===== src/rtl/regfile_pkg.sv =====
// Shared definitions for the scoreboarded register file: sweep FSM states and
// default geometry.
package regfile_pkg;

    typedef enum logic {
        ST_IDLE  = 1'b0,
        ST_SWEEP = 1'b1
    } sweep_state_e;

    localparam int DEF_XLEN = 32;
    localparam int DEF_NREG = 32;

endpackage


===== src/rtl/regfile_sweep.sv =====
// Clear-sweep controller: walks idx from 1 to NREG-1, one register per cycle,
// and raises clr_busy_o from the request cycle until the walk ends.
module regfile_sweep
    import regfile_pkg::*;
#(
    parameter int AW = 5
) (
    input  logic          clk,
    input  logic          rst,
    input  logic          clr_req_i,
    output logic          clr_busy_o,
    output logic          sweep_o,
    output logic [AW-1:0] idx_o,
    output logic          state_o
);

    sweep_state_e  state_q, state_d;
    logic [AW-1:0] idx_q, idx_d;

    always_ff @(posedge clk) begin
        if (rst) begin
            state_q <= ST_IDLE;
            idx_q   <= '0;
        end else begin
            state_q <= state_d;
            idx_q   <= idx_d;
        end
    end

    always_comb begin
        state_d    = state_q;
        idx_d      = idx_q;
        clr_busy_o = 1'b0;
        unique case (state_q)
            ST_IDLE: begin
                if (clr_req_i) begin
                    state_d    = ST_SWEEP;
                    idx_d      = AW'(1);
                    clr_busy_o = 1'b1;
                end
            end
            ST_SWEEP: begin
                // Register 0 is never stored, so the walk starts at 1 and the
                // increment past NREG-1 wraps idx back to 0 on exit.
                clr_busy_o = 1'b1;
                idx_d      = idx_q + AW'(1);
                if (&idx_q) begin
                    state_d = ST_IDLE;
                end
            end
            default: begin
                state_d = ST_IDLE;
                idx_d   = '0;
            end
        endcase
    end

    assign sweep_o = (state_q == ST_SWEEP);
    assign idx_o   = idx_q;
    assign state_o = state_q;

    a_sweep_idx_nonzero: assert property (@(posedge clk) disable iff (rst)
        (state_q == ST_SWEEP) |-> (idx_q != '0));

endmodule


===== src/rtl/regfile_sb.sv =====
// Register file with a per-register pending (scoreboard) bit, write-first
// bypass on the read ports, and a multi-cycle clear sweep.
module regfile_sb
    import regfile_pkg::*;
#(
    parameter int XLEN = DEF_XLEN,
    parameter int NREG = DEF_NREG,
    parameter int NRD  = 2,
    localparam int AW  = $clog2(NREG)
) (
    input  logic                clk,
    input  logic                rst,
    input  logic [NRD-1:0]      rd_en,
    input  logic [NRD*AW-1:0]   rd_addr,
    output logic [NRD*XLEN-1:0] rd_data,
    output logic [NRD-1:0]      rd_busy,
    input  logic                wr_en,
    input  logic [AW-1:0]       wr_addr,
    input  logic [XLEN-1:0]     wr_data,
    input  logic                iss_en,
    input  logic [AW-1:0]       iss_addr,
    input  logic                clr_req,
    output logic                clr_busy
);

    if (NREG < 4 || (NREG & (NREG - 1)) != 0) begin : g_bad_nreg
        $error("regfile_sb: NREG must be a power of two, at least 4");
    end
    if (NRD < 1 || NRD > 4) begin : g_bad_nrd
        $error("regfile_sb: NRD must be between 1 and 4");
    end

    logic [XLEN-1:0] regs_q [NREG];
    logic [XLEN-1:0] regs_d [NREG];
    logic [NREG-1:0] pend_q, pend_d;

    logic            sweep_active;
    logic            sweep_state;
    logic [AW-1:0]   sweep_idx;
    logic            wr_ok;
    logic            iss_ok;

    regfile_sweep #(
        .AW(AW)
    ) u_sweep (
        .clk       (clk),
        .rst       (rst),
        .clr_req_i (clr_req),
        .clr_busy_o(clr_busy),
        .sweep_o   (sweep_active),
        .idx_o     (sweep_idx),
        .state_o   (sweep_state)
    );

    // clr_busy covers the request cycle as well as the sweep, so gating on it
    // drops writes/issues and disables the bypass in both.
    assign wr_ok  = wr_en  && (wr_addr  != '0) && !clr_busy;
    assign iss_ok = iss_en && (iss_addr != '0) && !clr_busy;

    always_comb begin
        regs_d = regs_q;
        pend_d = pend_q;
        if (sweep_active) begin
            regs_d[sweep_idx] = '0;
            pend_d[sweep_idx] = 1'b0;
        end
        if (wr_ok) begin
            regs_d[wr_addr] = wr_data;
            pend_d[wr_addr] = 1'b0;
        end
        // Issue after writeback so a same-address pair leaves the bit set.
        if (iss_ok) begin
            pend_d[iss_addr] = 1'b1;
        end
        regs_d[0] = '0;
        pend_d[0] = 1'b0;
    end

    always_ff @(posedge clk) begin
        if (rst) begin
            for (int i = 0; i < NREG; i++) begin
                regs_q[i] <= '0;
            end
            pend_q <= '0;
        end else begin
            regs_q <= regs_d;
            pend_q <= pend_d;
        end
    end

    for (genvar k = 0; k < NRD; k++) begin : g_rd
        logic [AW-1:0] addr;
        logic          byp;

        assign addr = rd_addr[k*AW +: AW];
        assign byp  = wr_ok && (wr_addr == addr);
        assign rd_data[k*XLEN +: XLEN] = (!rd_en[k] || addr == '0) ? '0 :
                                         byp ? wr_data : regs_q[addr];
        assign rd_busy[k] = rd_en[k] && pend_q[addr] && !byp;
    end

    a_x0_zero: assert property (@(posedge clk) disable iff (rst)
        (regs_q[0] == '0) && !pend_q[0]);
    a_busy_in_sweep: assert property (@(posedge clk) disable iff (rst)
        (sweep_state == ST_SWEEP) |-> clr_busy);

endmodule

===== config.mk =====
export PLATFORM = sky130hd
export DESIGN_NAME = regfile_sb
export DESIGN_NICKNAME = d
export VERILOG_FILES = /design/src/rtl/regfile_pkg.sv /design/src/rtl/regfile_sweep.sv /design/src/rtl/regfile_sb.sv
export SDC_FILE = /design/constraint.sdc
export NUM_CORES = 2
export LEC_CHECK = 0
export BUFFER_PORTS_ARGS = -buffer_cell sky130_fd_sc_hd__clkbuf_2
export CELL_PAD_IN_SITES_DETAIL_PLACEMENT = 0
export CELL_PAD_IN_SITES_GLOBAL_PLACEMENT = 2
export CORE_ASPECT_RATIO = 0.7
export CORE_MARGIN = 1
export CORE_UTILIZATION = 43
export DETAILED_ROUTE_END_ITERATION = 8
export GPL_TIMING_DRIVEN = 0
export PLACE_DENSITY = 0.87
export SKIP_LAST_GASP = 1
export SYNTH_ARGS = -nofsm -noshare
export SYNTH_HDL_FRONTEND = slang
export SYNTH_SLANG_ARGS = --single-unit

===== constraint.sdc =====
create_clock -name clk -period 4.7 [get_ports clk]
set_input_delay 0 -clock clk [delete_from_list [all_inputs] [get_ports clk]]
set_output_delay 0 -clock clk [all_outputs]
set_load 0.01 [all_outputs]

; Word-level counts from Yosys, hierarchy flattened
; Cells that the tools add are included.
; Widths: inputs -> output; s select.
[word_totals]
word_cells = 129
register_bits = 1062
out_inout_bits = 67
[classes]
n_eq_ne = 3
bitwise = 12
n_lt_le_gt_ge = 14
addsub = 1
n_reduce_logical = 27
n_mux = 36
[ops]
columns = op, n
row1 = $and 1024x1024->1024, 1
row2 = $bwmux 1024, 1
row3 = $mux 1024, 1
row4 = $not 1024->1024, 1
row5 = $mux 992, 1
row6 = $mux 32, 13
row7 = $bmux 32 s5, 2
row8 = $demux 32 s5, 2
row9 = $and 32x32->32, 2
row10 = $not 32->32, 2
row11 = $or 32x32->32, 1
row12 = $lt 5x6->1 const B, 5
row13 = $ge 6x6->1 const B, 4
row14 = $not 5->6, 4
row15 = $demux 1 s5, 3
row16 = $ge 5x1->1 const B, 3
row17 = $logic_and 1x1->1, 15
row18 = $lt 6x1->1 const B, 2
row19 = $bmux 1 s5, 2
row20 = $eq 5x5->1, 2
row21 = $logic_not 5->1, 2
row22 = $pmux 5 s2, 1
row23 = $reduce_bool 5->1, 2
row24 = $mux 1, 7
row25 = other kinds (8), 14

; Longest topological paths before layout
[logic_depth]
ltp_word = 11
mapped_depth = 10
depth_no_buf = 6

; By module
; A second synthesis with hierarchy kept.
[unflattened]
hier_cells = 6236
area_unflattened_um2 = 54088.1
[by_module_without_submodules]
columns = module, n_inst, seq_area_each_um2, area_per_inst_um2, cells_per_inst
row1 = regfile_sb, 1, 20479.6, 53805.4, 6205
row2 = regfile_sweep, 1, 120.1, 282.8, 31

; Worst setup path after synthesis
; No wires, ideal clock.
[synth_path]
kind = register to register
start = reg u_sweep.state_q, in the netlist u_sweep.state_o
end = reg regs_q[382] (netlist name)
arrival_time_ns = 1.853
required_ns = 4.630
stages_incl_launch_ff = 9
synth_period_minus_slack_ns = 1.924
slack_ns = 2.776
path_cell_list = dfxtp_1 > or3b_1 > buf_2 > or4_1 > buf_6 > nor2_4 > buf_6 > nand2_1 > a21oi_1
[synth_via]
elab_chain_cells = 5
[synth_lines]
columns = element, line
row1 = "start, declared", regfile_sweep.sv:17  ; sweep_state_e state_q, state_d;
row2 = "start signal, assigned", regfile_sweep.sv:25  ; state_q <= state_d;
row3 = $not 1->1, regfile_sweep.sv:34  ; unique case (state_q)
row4 = $pmux 1 s2, regfile_sweep.sv:34
row5 = $logic_not 1->1, regfile_sb.sv:57  ; assign wr_ok = wr_en && (wr_addr != '0) && !clr_busy;
row6 = $logic_and 1x1->1, regfile_sb.sv:57
row7 = $mux 992 *, regfile_sb.sv:67  ; if (wr_ok) begin
row8 = "end signal, assigned", regfile_sb.sv:86  ; regs_q <= regs_d;
row9 = "end, declared", regfile_sb.sv:33  ; logic [XLEN-1:0] regs_q [NREG];
; Mark *: on every way between the ends. The rest lies on a longest branch, timed or not.
; A chain may end at the register's enable or synchronous reset.

; Final worst setup path
[layout_path]
start = in rd_addr[5]
end = out rd_data[37]
[layout_via]
elab_chain_cells = 6
[layout_lines]
columns = element, line
row1 = "start, declared", regfile_sb.sv:14  ; input logic [NRD*AW-1:0] rd_addr,
row2 = $not 5->6 (implied by the code), regfile_sb.sv:98  ; byp ? wr_data : regs_q[addr];
row3 = $bmux 32 s5, regfile_sb.sv:98
row4 = $mux 32 (implied by the code) (2 in series), regfile_sb.sv:98
row5 = $mux 32, regfile_sb.sv:98
row6 = $mux 32 *, regfile_sb.sv:97  ; assign rd_data[k*XLEN +: XLEN] = (!rd_en[k] || addr == '0) ? '0 :
row7 = "end, declared", regfile_sb.sv:15  ; output logic [NRD*XLEN-1:0] rd_data,
; Mark *: on every way between the ends. The rest lies on a longest branch, timed or not. The select of a mux whose other input is x is not followed.

==> flow_metrics.tcl <==
set metrics [dict create \
    clk_pin_slew_ps 70 \
    clockBufferDepth 3 \
    yosys_most_used_dff "dfxtp_1" \
    die_x_um 432 \
    numPortBuffers 107 \
    hp-class "primary input to register" \
    peakVddDrop_v 0.000351 \
    cp-startpoint "rd_addr[5]" \
    seqPwrFrac_pct 42.1 \
    static-leakage-power_nw 20.1 \
    ff2ff_path_depth 8 \
    cts_buffers 110 \
    crit_path_end_kind "output pin" \
    power_mw 20.8 \
    antenna_found_initial 37 \
    via_count 58100 \
    power_per_cell_area_mw_per_mm2 331 \
    yosysWarnings 0 \
    dp_hpwl_um 239000 \
    fin_ws_ps -75.5 \
    h-tree-depth 3 \
    clockPowerShare_pct 47.9 \
    fmax_ghz 0.209 \
    syn_area_per_cell_um2 8.80 \
    r2r_setup_slack_ps 1020 \
    startpoint_type "primary input" \
    period_minus_slack_ps 4780 \
    grt_pass1_vias 51800 \
    syn_nets 6382 \
    fp.dieH_um 303 \
    swShare_pct 28.1 \
    grt_first_pass_wirelength_um 423000 \
    nNetsFinal 6655 \
    yosysSeqAreaShare_pct 37.0 \
    yosys.cell_types.count 55 \
    dr.pass1.iters 7 \
    grt_use_total_pct 46.9 \
    worstPathCellList "clkbuf_1 -> buf_2 -> buf_4 -> buf_4 -> buf_2 -> buf_2 -> a221oi_1 -> nor3_1 -> o21ai_0 -> o221ai_1 -> clkbuf_2" \
    slew_violations 47 \
    multi_input_area_mm2 0.0312 \
    r2r-start "u_sweep.state_o" \
    crit_buf_inv 7 \
    start_util_pct 43.7 \
    num_rows 109 \
    crit_top_cell "buf_2" \
    timing.rr.end "regs_q[777]" \
    nFillCells 12300 \
    grt-ovfl-total 0 \
    rsz0062_at_grt "no" \
    critical_path_class "primary input to output pin" \
    setup_viol 1 \
    failed_checks "max-capacitance violations, max-slew violations, negative setup slack" \
    path_max_fanout 10 \
    place_congestion 1.05 \
    pin_count 126 \
    dieArea_mm2 0.131 \
    seqCellArea_mm2 0.0206 \
    syn_area_mm2 0.0556 \
    cp.depth 11 \
    critPathArrivalTime_ps 4780 \
    synthArstFlopShare_pct 0 \
    status "finished with violations" \
    ys_seq_elements 1029 \
    worst_pin_slew_ps 1680 \
    comb_power_share_pct 10.1 \
    drc 0 \
    hold_ws_ps 21.3 \
    period_share_pct 102 \
    grt_max_degree 15 \
    core_region_area_mm2 0.127 \
    areaGrowthSynthToFinish_pct 13.2 \
    syn_inst 6318 \
    synth_edf_count 0 \
    clk_latency_ps 800 \
    crit_required_ps 4700 \
    ant_nets 0 \
    drtIter0Drc 10200 \
    root_buffer "clkbuf_16" \
    slowest_delay_ps 1160 \
    avgViaCountPerCell 6.88 \
    hold_viol 0 \
    finish.utilization_pct 49.5 \
    cts_tree "yes" \
    cp_top_family "buffers and inverters" \
    routedWlPerCell_um 37.4 \
    fin_skew_ps 37.8 \
    drive_gt1_share_pct 18.3 \
    post_cts_resized 0 \
    cts_sinks 1029 \
    wirelength_um 316000 \
    cpMaxStageDelayCell "nor3_1" \
    p_int_mw 15.0 \
    crit_path_end "rd_data[37]" \
    max_slew_margin_pct -12.7 \
    switching_power_mw 5.86 \
    max_cap_viol_count 6 \
]
layer usage:
layer	share of wire (%)	wire length, µm	track usage [%]	up-vias
li1	-	-	-	23500
met1	38	121000	61.3	28700
met2	38	120000	60.6	4916
met3	17	54500	25.8	902
met4	6.1	19400	25.1	47
met5	0.24	756	2.03	-
stage by stage:
stage | setup slack (ps) | instance area, µm² | instances | setup TNS [ps]
4_1_cts | 477 | 62900 | 8407 | 0
6_report | -75.5 | 63000 | 8443 | -75.5
2_1_floorplan | 2780 | 55600 | 6318 | 0
5_1_grt | 224 | 62900 | 8414 | 0
3_5_place_dp | 487 | 58300 | 8146 | 0
3_3_place_gp | 58.5 | 58300 | 8145 | 0
logic make-up (layout without fill, tap and decap cells):
group	count (synthesis)	in the layout	synth area share (%)
other	0	35	0
buffers and inverters	895	1265	6.94
adder cells (fa/ha/maj)	5	5	0.112
XOR/XNOR	11	11	0.173
flip-flops	1029	1029	37.0
AND/OR/NAND/NOR	2350	2350	19.2
AO/OA/AOI/OAI	1369	1369	13.9
multiplexers	659	659	22.6
cell usage after synthesis (all sizes together), types with 5 or more instances:
cell | instances | area share [%]
ha | 5 | 0.11
o221ai | 124 | 2.0
nor3 | 68 | 0.62
buf | 304 | 2.9
or2 | 8 | 0.090
mux2 | 190 | 3.8
and3 | 6 | 0.067
nor2 | 84 | 0.77
inv | 163 | 1.1
clkbuf | 428 | 2.9
nand2b | 9 | 0.10
nor4 | 5 | 0.067
a32oi | 29 | 0.46
mux2i | 9 | 0.16
dfxtp | 1029 | 37
a211oi | 7 | 0.10
nand2 | 1057 | 7.1
o21ai | 63 | 0.57
xor2 | 10 | 0.16
nand3 | 1013 | 9.1
a21oi | 1064 | 9.6
and2 | 6 | 0.067
nor2b | 77 | 0.87
a221oi | 64 | 1.0
mux4 | 460 | 19
a311oi | 5 | 0.079
flip-flops by register name (all words and copies together), names as in the netlist:
| register | cells |
|---|---|
| pend_q | 31 |
| regs_q | 992 |
| u_sweep.idx_o | 5 |
| u_sweep.state_o | 1 |
layout make-up:
class,count,share of cell area (%)
Multi-Input combinational cell,4394,49.5
Sequential cell,1029,32.7
Clock buffer,158,5.25
Buffer,732,5.16
Tap cell,1720,3.42
Timing Repair Buffer,161,1.72
Clock inverter,51,1.10
Inverter,163,0.972
Antenna cell,35,0.139
power by group through the flow:
stage / Clock, mW / Sequential (mW) / Combinational (mW)
final: 9.98 / 8.77 / 2.10
after floorplan: 0 / 8.96 / 0.968
after CTS: 9.90 / 8.77 / 1.95
after global placement: 0 / 8.97 / 1.91
after detailed placement: 0 / 8.97 / 1.92
after global routing: 10.3 / 8.77 / 2.06
placed cells by master, fill, tap and decap left out, types with 29 or more instances in the layout:
cell	netlist	layout
a21oi_1	1064	1064
nand2_1	1057	1057
dfxtp_1	1029	1029
nand3_1	1013	1013
mux4_2	460	460
clkbuf_1	427	439
mux2_2	190	190
buf_2	184	184
inv_1	163	163
o221ai_1	124	124
clkbuf_16	0	114
clkbuf_2	1	112
nor2b_1	77	77
buf_1	71	70
nor2_1	69	68
nor3_1	67	67
a221oi_1	64	64
o21ai_0	61	61
dlygate4sd3_1	0	52
diode_2	0	35
a32oi_1	29	29
clkbuf_8	0	29
worst min-delay path by stage:
stage	slack (ps)	cells past startpoint	startpoint	end
after floorplan	90	2	rd_en[0]	rd_busy[0]
after global placement	320	3	wr_data[19]	regs_q[787]
after detailed placement	330	3	wr_data[19]	regs_q[787]
after CTS	6	5	wr_addr[3]	regs_q[511]
after global routing	40	2	rst	u_sweep.idx_o[0]
final	20	2	rst	u_sweep.idx_o[0]
repair_timing:
action / in CTS / in global routing
setup buffers: 0 / 0
endpoints found under the hold margin: 824 / 0
hold buffers: 52 / 0
Note: power is estimated with default switching activity, not from simulation.
